### config.mk
export PLATFORM = sky130hd
export DESIGN_NAME = acc_cpu_mc
export DESIGN_NICKNAME = d
export VERILOG_FILES = /design/src/rtl/acc_cpu_pkg.sv /design/src/rtl/acc_alu_w.sv /design/src/rtl/acc_cpu_mc.sv
export SDC_FILE = /design/constraint.sdc
export NUM_CORES = 1
export LEC_CHECK = 0
export BUFFER_PORTS_ARGS = -buffer_cell sky130_fd_sc_hd__buf_2
export CORE_ASPECT_RATIO = 1.5
export CORE_MARGIN = 3
export CORE_UTILIZATION = 56
export CTS_CLUSTER_DIAMETER = 60
export DETAILED_ROUTE_END_ITERATION = 7
export GPL_TIMING_DRIVEN = 0
export HOLD_SLACK_MARGIN = 0.15
export PLACE_DENSITY = 0.87
export REMOVE_ABC_BUFFERS = 1
export SETUP_SLACK_MARGIN = 0.15
export SLEW_MARGIN = 5
export SYNTH_ARGS = -nofsm -noshare
export SYNTH_HDL_FRONTEND = slang
export SYNTH_SLANG_ARGS = --single-unit
### constraint.sdc
create_clock -name clk_i -period 3 [get_ports clk_i]
set_input_delay 0.6 -clock clk_i [delete_from_list [all_inputs] [get_ports clk_i]]
set_output_delay 0.6 -clock clk_i [all_outputs]
set_load 0.005 [all_outputs]
### src/rtl/acc_cpu_pkg.sv
`default_nettype none
// ============================================================================
// Module      : acc_cpu_pkg
// Description : Shared constants for the multi-cycle accumulator CPU:
//               opcode map, FSM state codes, status-flag bit positions and
//               instruction-class helpers used by the decoder.
// Revision    : 1.0 - initial release
// ============================================================================
package acc_cpu_pkg;

  localparam int OP_W = 4;

  // Opcode map
  localparam logic [OP_W-1:0] OP_NOP = 4'd0;
  localparam logic [OP_W-1:0] OP_LDA = 4'd1;
  localparam logic [OP_W-1:0] OP_STA = 4'd2;
  localparam logic [OP_W-1:0] OP_ADD = 4'd3;
  localparam logic [OP_W-1:0] OP_SUB = 4'd4;
  localparam logic [OP_W-1:0] OP_AND = 4'd5;
  localparam logic [OP_W-1:0] OP_OR  = 4'd6;
  localparam logic [OP_W-1:0] OP_XOR = 4'd7;
  localparam logic [OP_W-1:0] OP_NOT = 4'd8;
  localparam logic [OP_W-1:0] OP_SHL = 4'd9;
  localparam logic [OP_W-1:0] OP_SHR = 4'd10;
  localparam logic [OP_W-1:0] OP_JMP = 4'd11;
  localparam logic [OP_W-1:0] OP_JZ  = 4'd12;
  localparam logic [OP_W-1:0] OP_JC  = 4'd13;
  localparam logic [OP_W-1:0] OP_JN  = 4'd14;
  localparam logic [OP_W-1:0] OP_HLT = 4'd15;

  // FSM state codes (visible on state_o)
  localparam logic [2:0] ST_FETCH  = 3'd0;
  localparam logic [2:0] ST_DECODE = 3'd1;
  localparam logic [2:0] ST_MEM    = 3'd2;
  localparam logic [2:0] ST_EXEC   = 3'd3;
  localparam logic [2:0] ST_HALT   = 3'd4;

  // Status word bit positions: {V,N,C,Z}
  localparam int FLG_Z = 0;
  localparam int FLG_C = 1;
  localparam int FLG_N = 2;
  localparam int FLG_V = 3;

  // Flag-update masks
  localparam logic [3:0] MASK_NONE = 4'b0000;
  localparam logic [3:0] MASK_ZN   = 4'b0101;
  localparam logic [3:0] MASK_ALL  = 4'b1111;

  // LDA..XOR and STA (opcodes 1..7) need a data-memory access.
  function automatic logic needs_mem(input logic [OP_W-1:0] op);
    return (op >= OP_LDA) && (op <= OP_XOR);
  endfunction

  // Accumulator-only operations go straight from DECODE to EXEC.
  function automatic logic is_unary(input logic [OP_W-1:0] op);
    return (op == OP_NOT) || (op == OP_SHL) || (op == OP_SHR);
  endfunction

endpackage
`default_nettype wire

### src/rtl/acc_alu_w.sv
`default_nettype none
// ============================================================================
// Module      : acc_alu_w
// Description : Combinational ALU for the accumulator CPU. Produces the
//               result, the candidate flag word and a per-opcode mask telling
//               the core which flag bits this opcode is allowed to update.
// Ports       : acc_i    - current accumulator
//               m_i      - memory operand
//               op_i     - opcode
//               result_o - new accumulator value
//               flags_o  - candidate {V,N,C,Z}
//               mask_o   - 1 = flag bit updated by this opcode
// Revision    : 1.0 - initial release
// ============================================================================
module acc_alu_w
  import acc_cpu_pkg::*;
#(
  parameter int DATA_W = 8
) (
  input  logic [DATA_W-1:0] acc_i,
  input  logic [DATA_W-1:0] m_i,
  input  logic [OP_W-1:0]   op_i,
  output logic [DATA_W-1:0] result_o,
  output logic [3:0]        flags_o,
  output logic [3:0]        mask_o
);

  localparam int MSB = DATA_W - 1;

  logic [DATA_W:0]   add_w;
  logic [DATA_W:0]   sub_w;
  logic [DATA_W-1:0] res_w;
  logic              c_w;
  logic              v_w;

  // Subtraction as acc + ~m + 1: the carry out is the "no borrow" flag.
  assign add_w = {1'b0, acc_i} + {1'b0, m_i};
  assign sub_w = {1'b0, acc_i} + {1'b0, ~m_i} + {{DATA_W{1'b0}}, 1'b1};

  always_comb begin
    res_w  = acc_i;
    c_w    = 1'b0;
    v_w    = 1'b0;
    mask_o = MASK_NONE;
    case (op_i)
      OP_LDA: begin
        res_w  = m_i;
        mask_o = MASK_ZN;
      end
      OP_ADD: begin
        res_w  = add_w[DATA_W-1:0];
        c_w    = add_w[DATA_W];
        v_w    = (acc_i[MSB] == m_i[MSB]) && (add_w[MSB] != acc_i[MSB]);
        mask_o = MASK_ALL;
      end
      OP_SUB: begin
        res_w  = sub_w[DATA_W-1:0];
        c_w    = sub_w[DATA_W];
        v_w    = (acc_i[MSB] != m_i[MSB]) && (sub_w[MSB] != acc_i[MSB]);
        mask_o = MASK_ALL;
      end
      OP_AND: begin
        res_w  = acc_i & m_i;
        mask_o = MASK_ALL;
      end
      OP_OR: begin
        res_w  = acc_i | m_i;
        mask_o = MASK_ALL;
      end
      OP_XOR: begin
        res_w  = acc_i ^ m_i;
        mask_o = MASK_ALL;
      end
      OP_NOT: begin
        res_w  = ~acc_i;
        mask_o = MASK_ALL;
      end
      OP_SHL: begin
        res_w  = {acc_i[MSB-1:0], 1'b0};
        c_w    = acc_i[MSB];
        mask_o = MASK_ALL;
      end
      OP_SHR: begin
        res_w  = {1'b0, acc_i[MSB:1]};
        c_w    = acc_i[0];
        mask_o = MASK_ALL;
      end
      default: begin
        res_w  = acc_i;
        mask_o = MASK_NONE;
      end
    endcase

    flags_o        = 4'b0000;
    flags_o[FLG_Z] = (res_w == '0);
    flags_o[FLG_C] = c_w;
    flags_o[FLG_N] = res_w[MSB];
    flags_o[FLG_V] = v_w;
  end

  assign result_o = res_w;

endmodule
`default_nettype wire

### src/rtl/acc_cpu_mc.sv
`default_nettype none
// ============================================================================
// Module      : acc_cpu_mc
// Description : Multi-cycle accumulator CPU with separate instruction and
//               data memory ports using req/ack handshakes.
//               FSM: FETCH -> DECODE -> (MEM) -> (EXEC) -> FETCH, plus HALT.
// Ports       : clk_i, rst_i (sync, active low)
//               imem_req_o/addr_o/rdata_i/ack_i - instruction fetch port
//               dmem_req_o/we_o/addr_o/wdata_o/rdata_i/ack_i - data port
//               acc_o, flags_o {V,N,C,Z}, pc_o, ir_o, state_o - debug view
//               retire_o - pulse in the cycle an instruction completes
//               halted_o - core parked in HALT
// Revision    : 1.0 - initial release
// ============================================================================
module acc_cpu_mc
  import acc_cpu_pkg::*;
#(
  parameter  int DATA_W = 8,
  parameter  int ADDR_W = 5,
  localparam int INS_W  = OP_W + ADDR_W
) (
  input  logic              clk_i,
  input  logic              rst_i,
  output logic              imem_req_o,
  output logic [ADDR_W-1:0] imem_addr_o,
  input  logic [INS_W-1:0]  imem_rdata_i,
  input  logic              imem_ack_i,
  output logic              dmem_req_o,
  output logic              dmem_we_o,
  output logic [ADDR_W-1:0] dmem_addr_o,
  output logic [DATA_W-1:0] dmem_wdata_o,
  input  logic [DATA_W-1:0] dmem_rdata_i,
  input  logic              dmem_ack_i,
  output logic [DATA_W-1:0] acc_o,
  output logic [3:0]        flags_o,
  output logic [ADDR_W-1:0] pc_o,
  output logic [INS_W-1:0]  ir_o,
  output logic [2:0]        state_o,
  output logic              retire_o,
  output logic              halted_o
);

  logic [2:0]        state_q, state_d;
  logic [DATA_W-1:0] acc_q,   acc_d;
  logic [3:0]        flags_q, flags_d;
  logic [ADDR_W-1:0] pc_q,    pc_d;
  logic [INS_W-1:0]  ir_q,    ir_d;
  logic [DATA_W-1:0] opnd_q,  opnd_d;

  logic [OP_W-1:0]   op_w;
  logic [ADDR_W-1:0] arg_w;
  logic [DATA_W-1:0] alu_res_w;
  logic [3:0]        alu_flags_w;
  logic [3:0]        alu_mask_w;

  assign op_w  = ir_q[INS_W-1:ADDR_W];
  assign arg_w = ir_q[ADDR_W-1:0];

  acc_alu_w #(
    .DATA_W (DATA_W)
  ) u_alu (
    .acc_i    (acc_q),
    .m_i      (opnd_q),
    .op_i     (op_w),
    .result_o (alu_res_w),
    .flags_o  (alu_flags_w),
    .mask_o   (alu_mask_w)
  );

  // State and architectural registers
  always_ff @(posedge clk_i) begin
    if (!rst_i) begin
      state_q <= ST_FETCH;
      acc_q   <= '0;
      flags_q <= '0;
      pc_q    <= '0;
      ir_q    <= '0;
      opnd_q  <= '0;
    end else begin
      state_q <= state_d;
      acc_q   <= acc_d;
      flags_q <= flags_d;
      pc_q    <= pc_d;
      ir_q    <= ir_d;
      opnd_q  <= opnd_d;
    end
  end

  // Next-state logic
  always_comb begin
    state_d = state_q;
    case (state_q)
      ST_FETCH: begin
        if (imem_ack_i) state_d = ST_DECODE;
      end
      ST_DECODE: begin
        if (op_w == OP_HLT)       state_d = ST_HALT;
        else if (is_unary(op_w))  state_d = ST_EXEC;
        else if (needs_mem(op_w)) state_d = ST_MEM;
        else                      state_d = ST_FETCH;
      end
      ST_MEM: begin
        if (dmem_ack_i) state_d = (op_w == OP_STA) ? ST_FETCH : ST_EXEC;
      end
      ST_EXEC: state_d = ST_FETCH;
      ST_HALT: state_d = ST_HALT;
      default: state_d = ST_FETCH;
    endcase
  end

  // FSM outputs; requests are forced low while reset is asserted so an
  // in-flight transaction is dropped immediately.
  always_comb begin
    imem_req_o = 1'b0;
    dmem_req_o = 1'b0;
    dmem_we_o  = 1'b0;
    retire_o   = 1'b0;
    halted_o   = 1'b0;
    if (rst_i) begin
      case (state_q)
        ST_FETCH: imem_req_o = 1'b1;
        ST_DECODE: retire_o = !needs_mem(op_w) && !is_unary(op_w);
        ST_MEM: begin
          dmem_req_o = 1'b1;
          dmem_we_o  = (op_w == OP_STA);
          retire_o   = dmem_ack_i && (op_w == OP_STA);
        end
        ST_EXEC: retire_o = 1'b1;
        ST_HALT: halted_o = 1'b1;
        default: retire_o = 1'b0;
      endcase
    end
  end

  // Datapath next values
  always_comb begin
    acc_d   = acc_q;
    flags_d = flags_q;
    pc_d    = pc_q;
    ir_d    = ir_q;
    opnd_d  = opnd_q;
    case (state_q)
      ST_FETCH: begin
        if (imem_ack_i) begin
          ir_d = imem_rdata_i;
          pc_d = pc_q + {{(ADDR_W-1){1'b0}}, 1'b1};
        end
      end
      ST_DECODE: begin
        // Conditions use the flags left by the previously retired instruction.
        case (op_w)
          OP_JMP: pc_d = arg_w;
          OP_JZ:  if (flags_q[FLG_Z]) pc_d = arg_w;
          OP_JC:  if (flags_q[FLG_C]) pc_d = arg_w;
          OP_JN:  if (flags_q[FLG_N]) pc_d = arg_w;
          default: pc_d = pc_q;
        endcase
      end
      ST_MEM: begin
        if (dmem_ack_i && (op_w != OP_STA)) opnd_d = dmem_rdata_i;
      end
      ST_EXEC: begin
        acc_d   = alu_res_w;
        flags_d = (flags_q & ~alu_mask_w) | (alu_flags_w & alu_mask_w);
      end
      default: acc_d = acc_q;
    endcase
  end

  assign imem_addr_o  = pc_q;
  assign dmem_addr_o  = arg_w;
  assign dmem_wdata_o = acc_q;
  assign acc_o        = acc_q;
  assign flags_o      = flags_q;
  assign pc_o         = pc_q;
  assign ir_o         = ir_q;
  assign state_o      = state_q;

endmodule
`default_nettype wire

==> flow_summary.ini <==
[worst_setup_path]
cp_slowest_cell = dfxtp_1
reg2reg_depth = 10
r2r_setup_slack_ps = 220
startpoint = opnd_q[0]
critical_path_required_ps = 3210
critical_path_cell_count = 10
slowest_delay_ps = 460
cp-start-kind = flop
cp-end-kind = flop
path_class = reg -> reg
path_max_fanout = 5
worstPathCellList = ha_1, inv_1, fa_1, nand2b_1, a211oi_1, a211o_1, o221ai_1, a22oi_1, a31oi_1, o31ai_1
path_buf_inv = 1
reg2reg_from = opnd_q[0]
arrival_ps = 2990
path_delay_family = compound AO/OA/AOI/OAI gates

[timing]
finalSetupViolations = 0
rsz0062_at_grt = no
post-route-period-util_pct = 92.6
max_freq_ghz = 0.360
timing.final.ws_setup_ps = 222
hold_viol_final = 0
timing.hold.ws_ps = 481
maxSlewHeadroom_pct = 29.1
skew_ps = 13.0
period_needed_ps = 2780
tns_ps = 0
drv_slew = 0
max_slew.worst_pin.slew_ps = 1060

[place]
pre_cts_slack_ps = -101
dp_hpwl_um = 7450
placed_cells = 561
gp_congestion = 0.951
portBuffers = 72

[detailed_routing]
drt-initial-drc-count = 326
totalWireLength_um = 10400
routedWlPerCell_um = 18.1
wl_met3_um = 783
dr.pass1.iters = 7
drtAntennaViolNets = 0
dr.max_layer_used = met4
via_count = 3728
via_per_inst = 6.51
drc = 2
dr_wl_met2_um = 4930
wl_met1_um = 3950

[clocking]
clock_latency_ps = 300
clk_pin_slew_ps = 90
h-tree-depth = 2
cts_sinks = 37
hold_buffers = 0
cts_made_buffers = 5
clock_path_buffers = 2
cts_tree = built
cts_root_buffer = clkbuf_8

[die]
dieArea_mm2 = 0.00721
floorplan.initialDensity_pct = 58.8
fp.coreArea_mm2 = 0.00591
ios = 73
die_h_um = 102
die_x_um = 70.3
std_cell_rows = 34

[final_layout]
final_common_cell = buf_2
area_delta_synth_final_pct = 9.86
drive_above_1_share_pct = 22.0
instances_no_fill = 573
diodes = 0
final.fill_count = 526
multiInputGateArea_mm2 = 0.00238
nNetsFinal = 548
regArea_um2 = 752
final_cell_mix = buf_2 (72), nor2_1 (48), nand2_1 (40)

[yosys]
synth_edf_count = 0
ys.flop_type = dfxtp_1
ys_types = 71
syn_avg_cell_area_um2 = 7.51
ys_top_cells_by_area = dfxtp_1 (21%), ha_1 (9.0%), a21oi_1 (5.2%), nor2_1 (5.2%), buf_4 (4.8%)
ys_warn_count = 0
synth_seq_cells = 37
async_flop_share_pct = 0
netlist_instances = 463
syn_area_mm2 = 0.00348
synth_area_leader_cell = dfxtp_1
synth_top_area_share_pct = 21.3
ys_seq_area_share_pct = 21.3

[grt]
antenna_found_initial = 0
grt_start_max_net_pins = 41
overflow = 0
grt_usage_pct = 27.7
grt_pass1_wl_um = 16200
grt_pass1_vias = 3452

[pwr]
irDropWorstVdd_mv = 0.330
power_density_mw_per_mm2 = 383
leakagePower_nw = 1.57

[run_status]
failed_checks = design-rule violations
status = complete, but fails checks

[worst_hold_path]
hp-class = reg -> reg

[job]
cap_violations = 0
[Yosys cell counts, types with 3 or more instances]
| library cell | number |
|---|---|
| a211oi_1 | 8 |
| a31oi_1 | 6 |
| o21a_1 | 7 |
| dfxtp_1 | 37 |
| o22ai_1 | 8 |
| a32oi_1 | 6 |
| nand2_1 | 40 |
| nor3_1 | 13 |
| a221o_1 | 3 |
| o221ai_1 | 4 |
| buf_4 | 22 |
| ha_1 | 25 |
| a22oi_1 | 6 |
| mux2i_1 | 14 |
| or2_2 | 3 |
| nand3_1 | 10 |
| nand3b_1 | 6 |
| and2_1 | 3 |
| inv_1 | 22 |
| o21ai_0 | 26 |
| nor2b_1 | 12 |
| nand2b_1 | 11 |
| nor2_1 | 48 |
| clkbuf_1 | 13 |
| a21o_1 | 4 |
| a21oi_1 | 36 |
| buf_2 | 9 |
| and3_1 | 4 |
[worst min path at each step]
| stage | from | to | cells after the start |
|---|---|---|---|
| CTS | flop | flop | 2 |
| global route | flop | flop | 2 |
| global placement | flop | flop | 2 |
| detailed placement | flop | flop | 2 |
| floorplan | flop | flop | 2 |
| finish | flop | flop | 2 |
[final cells by class]
type | instances | area share [%]
clock inverter | 2 | 1.02
tap | 72 | 2.36
inverter | 24 | 2.36
multi-input combinational | 356 | 62.5
timing repair buffer | 76 | 10.2
sequential | 37 | 19.7
clock buffer | 6 | 1.90
[worst min-delay path: stages (launching register included)]
cell,delay (ps)
dfxtp_1,320
nand2_1,50
a31oi_1,70
[report_power, final]
part / total, mW / internal (mW) / switching [mW]
clock: 0.443 / 0.250 / 0.194
combinational: 0.411 / 0.173 / 0.238
sequential: 0.608 / 0.517 / 0.0908
total: 1.46 / 0.940 / 0.523
[cell families (layout without fill, tap and decap cells)]
logic type | Yosys count | in the layout | synth area share, %
AOI/OAI and AO/OA | 142 | 142 | 27.9
adders and majority gates | 27 | 27 | 10.2
and+or+nand+nor | 172 | 172 | 25.8
buffers and inverters | 70 | 108 | 10.5
DFF | 37 | 37 | 21.3
xor gates and xnor gates | 1 | 1 | 0.252
muxes | 14 | 14 | 4.03
[metal layers]
layer | track usage [%] | up-vias
met4 | 19.0 | 0
met1 | 31.1 | 1688
met2 | 48.9 | 223
met3 | 3.22 | 71
li1 | - | 1746
met5 | 0 | -
[through the flow]
step                      cell area, µm²  util [%]  power (mW)
final                               3820      64.6        1.46
after global routing                3820      64.6        1.53
after CTS                           3770      63.8        1.45
after detailed placement            3650      61.7        1.01
after global placement              3650      61.7        1.00
after floorplan                     3200         -       0.858
[what timing repair did]
| item | in CTS | in global routing |
|---|---|---|
| resized for setup | 6 | 5 |
| endpoints found under the hold margin | 0 | 0 |
| setup endpoints to repair | 15 | 6 |
| setup buffers | 0 | 4 |
| pin swaps | 0 | 1 |
Note: power is estimated with default switching activity, not from simulation.
